[src/rtl/fib_seq_engine.sv]
// rtl/fib_seq_engine.sv - iterative Fibonacci / user-seeded sequence term engine
module fib_seq_engine #(
    parameter int WIDTH = 16,
    parameter int NW    = 5
) (
    input  logic             clk,
    input  logic             usr_reset,
    input  logic             start,
    input  logic             abort,
    input  logic             mode,
    input  logic [NW-1:0]    n_in,
    input  logic [WIDTH-1:0] seed0,
    input  logic [WIDTH-1:0] seed1,
    output logic [WIDTH-1:0] result,
    output logic             overflow,
    output logic             busy,
    output logic             done,
    output logic [NW-1:0]    count
);

    typedef enum logic [1:0] {IDLE, RUN, DONE} state_t;

    state_t           state, state_next;
    logic [NW-1:0]    n_reg;
    logic [WIDTH-1:0] cur, nxt;
    logic             cur_tag, nxt_tag;
    logic [WIDTH:0]   sum;
    logic             at_end;

    assign sum    = {1'b0, cur} + {1'b0, nxt};
    assign at_end = (count == n_reg);
    assign busy   = (state != IDLE);
    assign done   = (state == DONE);

    always_ff @(posedge clk or negedge usr_reset) begin
        if (!usr_reset) state <= IDLE;
        else            state <= state_next;
    end

    always_comb begin
        state_next = state;
        case (state)
            IDLE:    if (start) state_next = RUN;
            RUN: begin
                if (abort)       state_next = IDLE;
                else if (at_end) state_next = DONE;
            end
            DONE:    state_next = IDLE;
            default: state_next = IDLE;
        endcase
    end

    // Tags track whether the true (untruncated) value of each held term has
    // exceeded WIDTH bits; only the tag of the returned term is reported.
    always_ff @(posedge clk or negedge usr_reset) begin
        if (!usr_reset) begin
            n_reg    <= '0;
            cur      <= '0;
            nxt      <= '0;
            cur_tag  <= 1'b0;
            nxt_tag  <= 1'b0;
            count    <= '0;
            result   <= '0;
            overflow <= 1'b0;
        end else begin
            case (state)
                IDLE: begin
                    if (start) begin
                        n_reg   <= n_in;
                        cur     <= mode ? seed0 : '0;
                        nxt     <= mode ? seed1 : WIDTH'(1);
                        count   <= '0;
                        cur_tag <= 1'b0;
                        nxt_tag <= 1'b0;
                    end
                end
                RUN: begin
                    if (!abort) begin
                        if (at_end) begin
                            result   <= cur;
                            overflow <= cur_tag;
                        end else begin
                            cur     <= nxt;
                            nxt     <= sum[WIDTH-1:0];
                            count   <= count + NW'(1);
                            cur_tag <= nxt_tag;
                            nxt_tag <= cur_tag | nxt_tag | sum[WIDTH];
                        end
                    end
                end
                default: ;
            endcase
        end
    end

endmodule

[config.mk]
export PLATFORM = sky130hd
export DESIGN_NAME = fib_seq_engine
export DESIGN_NICKNAME = d
export VERILOG_FILES = /design/src/rtl/fib_seq_engine.sv
export SDC_FILE = /design/constraint.sdc
export NUM_CORES = 1
export LEC_CHECK = 0
export BUFFER_PORTS_ARGS = -buffer_cell sky130_fd_sc_hd__buf_2
export CORE_ASPECT_RATIO = 1.4
export CORE_UTILIZATION = 51
export DETAILED_ROUTE_END_ITERATION = 7
export GPL_ROUTABILITY_DRIVEN = 1
export MAX_ROUTING_LAYER = met4
export PLACE_DENSITY = 0.77
export SYNTH_ARGS = -nofsm -noshare
export SYNTH_HDL_FRONTEND = slang
export SYNTH_SLANG_ARGS = --single-unit
[constraint.sdc]
create_clock -name clk -period 2.5 [get_ports clk]
set_clock_uncertainty 0.05 [all_clocks]
set_input_delay 0.125 -clock clk [delete_from_list [all_inputs] [get_ports clk]]
set_output_delay 0.125 -clock clk [all_outputs]
set_load 0.02 [all_outputs]
# Yosys cells after proc, flatten, opt, wreduce, memory -nomap -nowiden
# Cells that the tools add are included.
# op_classes
n_addsub	2
n_eq_ne	7
mux	25
n_bitwise	3
n_reduce_logical	7
# op_table
operator	count
2-to-1 mux 16 bit	8
one-hot mux 16 bit (2 select lines)	2
adder 16 x 16 -> 17 bit	1
2-to-1 mux 5 bit	3
one-hot mux 5 bit (2 select lines)	1
2-to-1 mux 2 bit	3
inequality test 2 bit, second input constant	3
adder 5 x 1 -> 5 bit, second input constant	1
== test 5 bit	1
2-to-1 mux 1 bit	5
one-hot mux 1 bit (2 select lines)	2
one-hot mux 2 bit (2 select lines)	1
AND reduction 2 bit	2
AND reduction 4 bit	1
nonzero test 2 bit	2
inequality test 3 bit, second input constant	1
AND reduction 3 bit	1
== test 2 x 1 -> 1 bit, second input constant	1
== test 2 bit, second input constant	1
zero test 2 bit	1
bitwise OR 1 bit	2
NOT 1 bit	1
# word_totals
regBits	63
wordCells	53

# Depth between registers and ports, before layout
# Gate-level depths: netlist of the first run.
# logic_depth
word_depth	5
ltp_mapped	8

# Least setup slack after synthesis of the first run
# Ideal clock, no wire load.
# synth_timing
kind	register -> register
start	reg cur[0]
end	reg nxt[14]
setup_time_ns	0.087
arrival_time_ns	2.103
slack_ns	0.260
stages_incl_launch_ff	9
path_buffers	0
cell_sequence	dfrtp_1 ha_1 fa_1 a211oi_1 o21bai_1 a211oi_1 o21ai_0 xnor2_1 o211ai_1
# synth_via
elab_chain_len	4
# synth_rtl
item	line_no	text
start, declared	25	logic [WIDTH-1:0] cur, nxt;
start signal, assigned	70	cur <= mode ? seed0 : '0;
start signal, assigned	83	cur <= nxt;
adder 16 x 16 -> 17 bit	30	assign sum = {1'b0, cur} + {1'b0, nxt};
2-to-1 mux 16 bit	79	if (at_end) begin
2-to-1 mux 16 bit	78	if (!abort) begin
one-hot mux 16 bit (2 select lines)	66	case (state)
end signal, assigned	71	nxt <= mode ? seed1 : WIDTH'(1);
end signal, assigned	84	nxt <= sum[WIDTH-1:0];
end, declared	25	
# No other way between the ends. The select of a mux whose other input is x is not followed.
# A chain may end at the register's enable or synchronous reset.

# Worst setup path in the final report of the first run
# Ends and elaborated chain as after synthesis.

==> impl_results.md, run 1 <==
* DRC marker count from the first detailed-route iteration at 280
* CTS root buffer: clkbuf_8
* Pwr dens at 1416 nW/µm²
* Vias/cell at 5.573
* Crit path arrival time at 2.61 ns
* Worst-path clk slew at 0.07 ns
* Die area at 7370 µm²
* RSZ-0062 raised after global routing: false
* Clock period minus worst slack at 2.407 ns
* Syn-to-layout area delta at 19.03%
* Final Util at 0.6366
* DR DRC count at 0
* Clock Latency Late Sink at 0.34 ns
* Worst vdd ir at 0.6013 mV
* Register area share after synthesis at 0.4399
* PortBufs at 65
* Layout cells sized above 1 at 0.2128
* WS Path Type: reg -> reg
* WP buf/inv at 0
* First-pass GRT wire length at 14680 µm
* Slew HR at 0.4638
* Die Wd at 72.85 µm
* Vias in the first global route at 3094
* CP Capture Type: flip-flop
* Post-synthesis async set-or-reset flop share at 1.000
* Sink Count at 63
* Critical Path Start Type: flip-flop
* Worst slack, placed at 0.1168 ns
* Final GP Congestion at 0.9643
* Syn_area_per_cell at 8.719 µm²
* Layout net count at 539
* Std-Cell Rows at 35
* Antenna viol nets, final at 0
* # Max-Cap Violations at 0
* # setup viols final at 0
* Core ar. at 6700 µm²
* Starting density of the core at 0.5348
* Ant diodes at 0
* TritonCTS clock tree: built
* Worst Path Max Fanout at 3
* Count of final hold-check violations at 0
* Cell family with most CP delay: compound AO/OA/AOI/OAI gates
* Per-cell routed wire length at 15.36 µm
* Ys Warns at 0
* HPWL after detailed placement at 6301 µm
* # IOs at 66
* Via count at 3210
* Cell mode on critical path: a211oi_1
* Final Cycle Share at 0.9629
* First-pass iteration count of the detailed router at 4
* WP data required at 2.70 ns
* Initial antenna violation count at 0
* Top Registers: cur x16, nxt x16, result x16
* CTS Buf Count at 9
* Number of synthesized flops with an enable pin at 0
* Final Non-Filler Cells at 576
* Status: finished, final reports clean
* H-tree levels at 3
* Post-cts repair resize count at 0
* Post-synth design cell area at 3583 µm²
* Worst Tran Pin Value at 0.8031 ns
* Synth Net Count at 471
* Clock buffer depth at 2
* Post-Route WL at 8846 µm
* Primary FF master, synth: dfrtp_1
* Final worst setup slack at 0.09269 ns
* Max Fclk at 0.4154 GHz
* Type of the tightest min-delay check: in -> reg
* Max Slew Vio Count at 0
* Total grt overflow at 0
* Largest net degree at the start of global routing at 53
* Synthesized flop and latch total at 63
* Slowest stage cell, crit path: dfrtp_1
* Chip Height at 101.2 µm
* Tot Pwr at 6.039 mW
* Leak at 2.065 nW
* Critical-path cell list: ha_1, fa_1, a211oi_1, o21bai_1, a211oi_1, o21ai_0, xnor2_1, o211ai_1
* Critical Path Max Stage Delay at 0.40 ns
* Cells after DPL at 553
* Gr usage total at 0.2694
* Mapped Cells at 411
* Post-route setup TNS at 0 ns
* Yosys cell types at 52
[path summary, 6_finish.rpt]
kind	startpoint	depth (start not counted)	slack [ns]	endpoint
max	cur[0]$_DFFE_PN0P_	8	0.09	nxt[14]$_DFFE_PN0P_
min	seed0[2]	3	0.01	cur[2]$_DFFE_PN0P_
max reg2reg	cur[0]$_DFFE_PN0P_	8	0.09	nxt[14]$_DFFE_PN0P_
min reg2reg	result[5]$_DFFE_PN0P_	2	0.42	result[5]$_DFFE_PN0P_
max in group asynchronous	usr_reset	3	1.50	cur[11]$_DFFE_PN0P_
min in group asynchronous	usr_reset	2	0.27	n_reg[4]$_DFFE_PN0P_
[kinds of logic after synthesis]
kind of cell | after synthesis | synth area share
AND/OR/NAND/NOR | 187 | 0.2350
AO/OA/AOI/OAI | 89 | 0.1610
flip-flops | 63 | 0.4399
buffers and inverters | 31 | 0.03840
adder cells (fa/ha/maj) | 18 | 0.06494
XOR/XNOR | 16 | 0.03910
multiplexers | 7 | 0.02165
[cells in the final DEF (no fill, tap or decap), drive strengths merged, types with 3 or more instances in the layout]
cell type and n:
nand2 86, a21o 6, dlygate4sd3 7, a21oi 22, inv 5, nor3 3, mux2 6, xor2 10
nand4 9, o21ai 11, dfrtp 63, ha 17, buf 75, nor2 41, or3 3, clkbuf 11
a211oi 4, xnor2 6, a31oi 27, nand3 30, clkinvlp 3
[synth_stat cells (all sizes together) (3+ instances only)]
library cell,number,share of area
clkbuf,14,0.015
a21oi,22,0.032
nand2,86,0.090
nand4,9,0.016
a31oi,27,0.047
inv,5,0.0052
a211oi,4,0.0084
ha,17,0.059
nor2,41,0.045
xnor2,6,0.015
dfrtp,63,0.44
mux2,6,0.019
nand3,30,0.043
or3,3,0.0052
xor2,10,0.024
buf,11,0.017
nor3,3,0.0056
a21o,6,0.013
o21ai,11,0.015
[per-stage QoR]
step / hold WS (ns) / area, µm²
final: 0.01242 / 4265
after global placement: 0.1064 / 3996
after detailed placement: 0.1089 / 3996
after floorplan: -0.2206 / 3583
after global routing: 0.01640 / 4265
after CTS: 0.003734 / 4265
[power by group]
group | leakage, nW | switching [mW] | internal, mW | total [mW]
Sequential | 0.782 | 0.360 | 1.45 | 1.81
Combinational | 1.19 | 1.97 | 1.37 | 3.34
Clock | 0.0916 | 0.401 | 0.486 | 0.887
Total | 2.07 | 2.73 | 3.31 | 6.04
[tightest hold or removal path, stage by stage]
cell     delay (ns)
buf_2          0.09
nand3_1        0.07
a31oi_1        0.08
[per-layer routing]
metal / vias to the layer above / routed length, µm / track usage
met5: - / 0 / -
met2: 96 / 4382 / 0.4436
met1: 1516 / 3913 / 0.3316
li1: 1585 / - / -
met3: 13 / 361 / 0.04378
met4: 0 / 189 / 0.1011
[final cells by class]
type / instances / area [µm²]
Clock buffer: 11 / 141.4
Clock inverter: 5 / 57.56
Fill cell: 611 / 2435
Inverter: 6 / 22.52
Multi-Input combinational cell: 317 / 1869
Sequential cell: 63 / 1577
Tap cell: 92 / 115.1
Timing Repair Buffer: 82 / 483.0
[timing repair]
action                                 4_1_cts  5_1_grt
hold buffers                                 7        0
setup buffers                                0        0
endpoints found under the hold margin       29        0
Note: power is estimated with default switching activity, not from simulation.
==> run 2, diff against run 1 <==
- CORE_UTILIZATION: 51 -> 42
- PLACE_DENSITY: 0.77 -> 0.66
==> run 2 against run 1 <==
Net effect:
- die area rose by 21%
- flip-flop and latch count unchanged
- count of clock-buffer cells in the layout up 4
- combinational power hardly changed
- via count decreased by 1.0%
- global-route usage shrank 3.2 points
- critical path depth is 1 lower
- non-clock buffer count unchanged
- largest cell class unchanged
- largest power group unchanged
==> impl_results.md, run 2 (synthesis results as in run 1) <==
* Clock period minus worst slack at 2.321 ns
* Final GP Congestion at 0.8766
* Crit path arrival time at 2.48 ns
* Core ar. at 8198 µm²
* Post-Route WL at 9204 µm
* Worst-path clk slew at 0.05 ns
* Antenna viol nets, final at 0
* Hold EP: cur[13]$_DFFE_PN0P_
* First-pass GRT wire length at 15670 µm
* Die Wd at 80.07 µm
* Worst Path Max Fanout at 7
* Starting density of the core at 0.4371
* Tot Pwr at 6.324 mW
* Status: finished, final reports clean
* # setup viols final at 0
* Most frequent cells in the layout: nand2_1, buf_2, dfrtp_1
* Syn-to-layout area delta at 21.30%
* Worst slack, placed at 0.1197 ns
* Reg2Reg Depth at 7
* Clock Latency Late Sink at 0.33 ns
* Per-cell routed wire length at 15.73 µm
* First-pass iteration count of the detailed router at 5
* Internal power at 3.577 mW
* Count of final hold-check violations at 0
* Via count at 3177
* Largest net degree at the start of global routing at 53
* Slew HR at 0.4399
* Most common cell after layout, fill and taps aside: nand2_1
* DR DRC count at 0
* Critical Path Start Type: flip-flop
* Max Fclk at 0.4308 GHz
* WP data required at 2.66 ns
* CTS Buf Count at 9
* Total grt overflow at 0
* Vias in the first global route at 3180
* Hold Crit Depth at 3
* Final worst setup slack at 0.1786 ns
* Final Non-Filler Cells at 585
* Type of the tightest min-delay check: in -> reg
* Worst Tran Pin Value at 0.8389 ns
* # IOs at 66
* Worst r2r src: cur[8]$_DFFE_PN0P_
* Part of the power in combinational logic at 0.531
* WS Path Type: reg -> reg
* H-tree levels at 3
* Reg2reg setup slack at 0.18 ns
* DRC marker count from the first detailed-route iteration at 179
* Die area at 8910 µm²
* CP Capture Type: flip-flop
* # Max-Cap Violations at 0
* Ant diodes at 0
* Post-route setup TNS at 0 ns
* Leak at 2.107 nW
* Filler instances at 794
* Vias/cell at 5.431
* Layout cells sized above 1 at 0.2112
* Post-CTS Setup Inserts at 0
* Clock buffer depth at 2
* TritonCTS clock tree: built
* Hold Path Origin: seed0[13]
* Std-Cell Rows at 39
* HPWL after detailed placement at 6664 µm
* Final Cycle Share at 0.9286
* Sw frac at 0.4344
* Max Slew Vio Count at 0
* FF-to-FF End: nxt[15]$_DFFE_PN0P_
* Layout net count at 539
* Switching pwr at 2.747 mW
* Worst vdd ir at 0.5530 mV
* Clock power share at 0.183
* Crit path launch: cur[8]$_DFFE_PN0P_
* Gr usage total at 0.2370
* CTS root buffer: clkbuf_16
* Sink Count at 63
* RSZ-0062 raised after global routing: false
* PortBufs at 65
* Pwr dens at 1455 nW/µm²
* Sequential Power Share at 0.286
* Chip Height at 111.3 µm
* Initial antenna violation count at 0
* Cells after DPL at 564
* Top Registers: cur x16, nxt x16, result x16
[run 2: cell types whose count changed in the layout (fill, tap and decap cells not counted), moves of 2 or more]
cell        change
buf_4           +2
clkbuf_1        +2
clkbuf_16       +9
clkbuf_8        -7
clkinvlp_4      -3
[run 2: how the worst max path moves through the flow]
| stage | endpoint | cells after the start | slack, ns |
|---|---|---|---|
| 2_1_floorplan | nxt[14]$_DFFE_PN0P_ | 8 | 0.26 |
| 3_3_place_gp | nxt[10]$_DFFE_PN0P_ | 9 | 0.15 |
| 3_5_place_dp | nxt[10]$_DFFE_PN0P_ | 9 | 0.12 |
| 4_1_cts | nxt[10]$_DFFE_PN0P_ | 9 | 0.11 |
| 5_1_grt | nxt[15]$_DFFE_PN0P_ | 7 | 0.03 |
| 6_report | nxt[15]$_DFFE_PN0P_ | 7 | 0.18 |
[run 2: repair_timing]
action / in CTS / in global routing
endpoints found under the setup margin: 0 / 2
endpoints found under the hold margin: 20 / 0
resized for setup: 0 / 1
hold buffers: 6 / 0
[run 2: power by group through the flow]
| stage | registers [mW] | logic [mW] | clock network [mW] |
|---|---|---|---|
| final | 1.81 | 3.36 | 1.16 |
| after global routing | 1.87 | 3.77 | 1.23 |
| after CTS | 1.81 | 3.36 | 1.18 |
| after detailed placement | 1.82 | 3.34 | 0 |
| after global placement | 1.80 | 3.31 | 0 |
| after floorplan | 1.87 | 2.38 | 0 |
[run 2: critical path: stages, from the launching register on]
cell	delay, ns
dfrtp_1	0.39
ha_1	0.41
a21oi_2	0.26
o2bb2ai_1	0.17
or3_1	0.35
o21ai_0	0.24
mux2i_1	0.22
nand3_1	0.09
[run 2: per-layer routing]
metal | global-route usage | part of all wire | vias up
met5 | - | 0 | -
met2 | 0.3806 | 0.50 | 68
met3 | 0.03374 | 0.029 | 13
met4 | 0.1000 | 0.021 | 0
met1 | 0.2952 | 0.45 | 1505
li1 | - | - | 1591
[run 2: area by class of cell]
class	instances	area [µm²]	share of cell area
clock buffers	15	277.8	0.06390
inverters	6	22.52	0.005181
multi-input cells	317	1874	0.4312
flip-flops and latches	63	1577	0.3627
well taps	102	127.6	0.02936
repair buffers	82	467.9	0.1077
[run 2: stage by stage]
stage	hold slack [ns]	utilization	instance area [µm²]
after floorplan	-0.2206	-	3583
after global placement	0.01389	0.4884	4004
after detailed placement	0.01756	0.4884	4004
after CTS	0.02169	0.5296	4342
after global routing	0.02947	0.5302	4347
final	0.02717	0.5302	4347
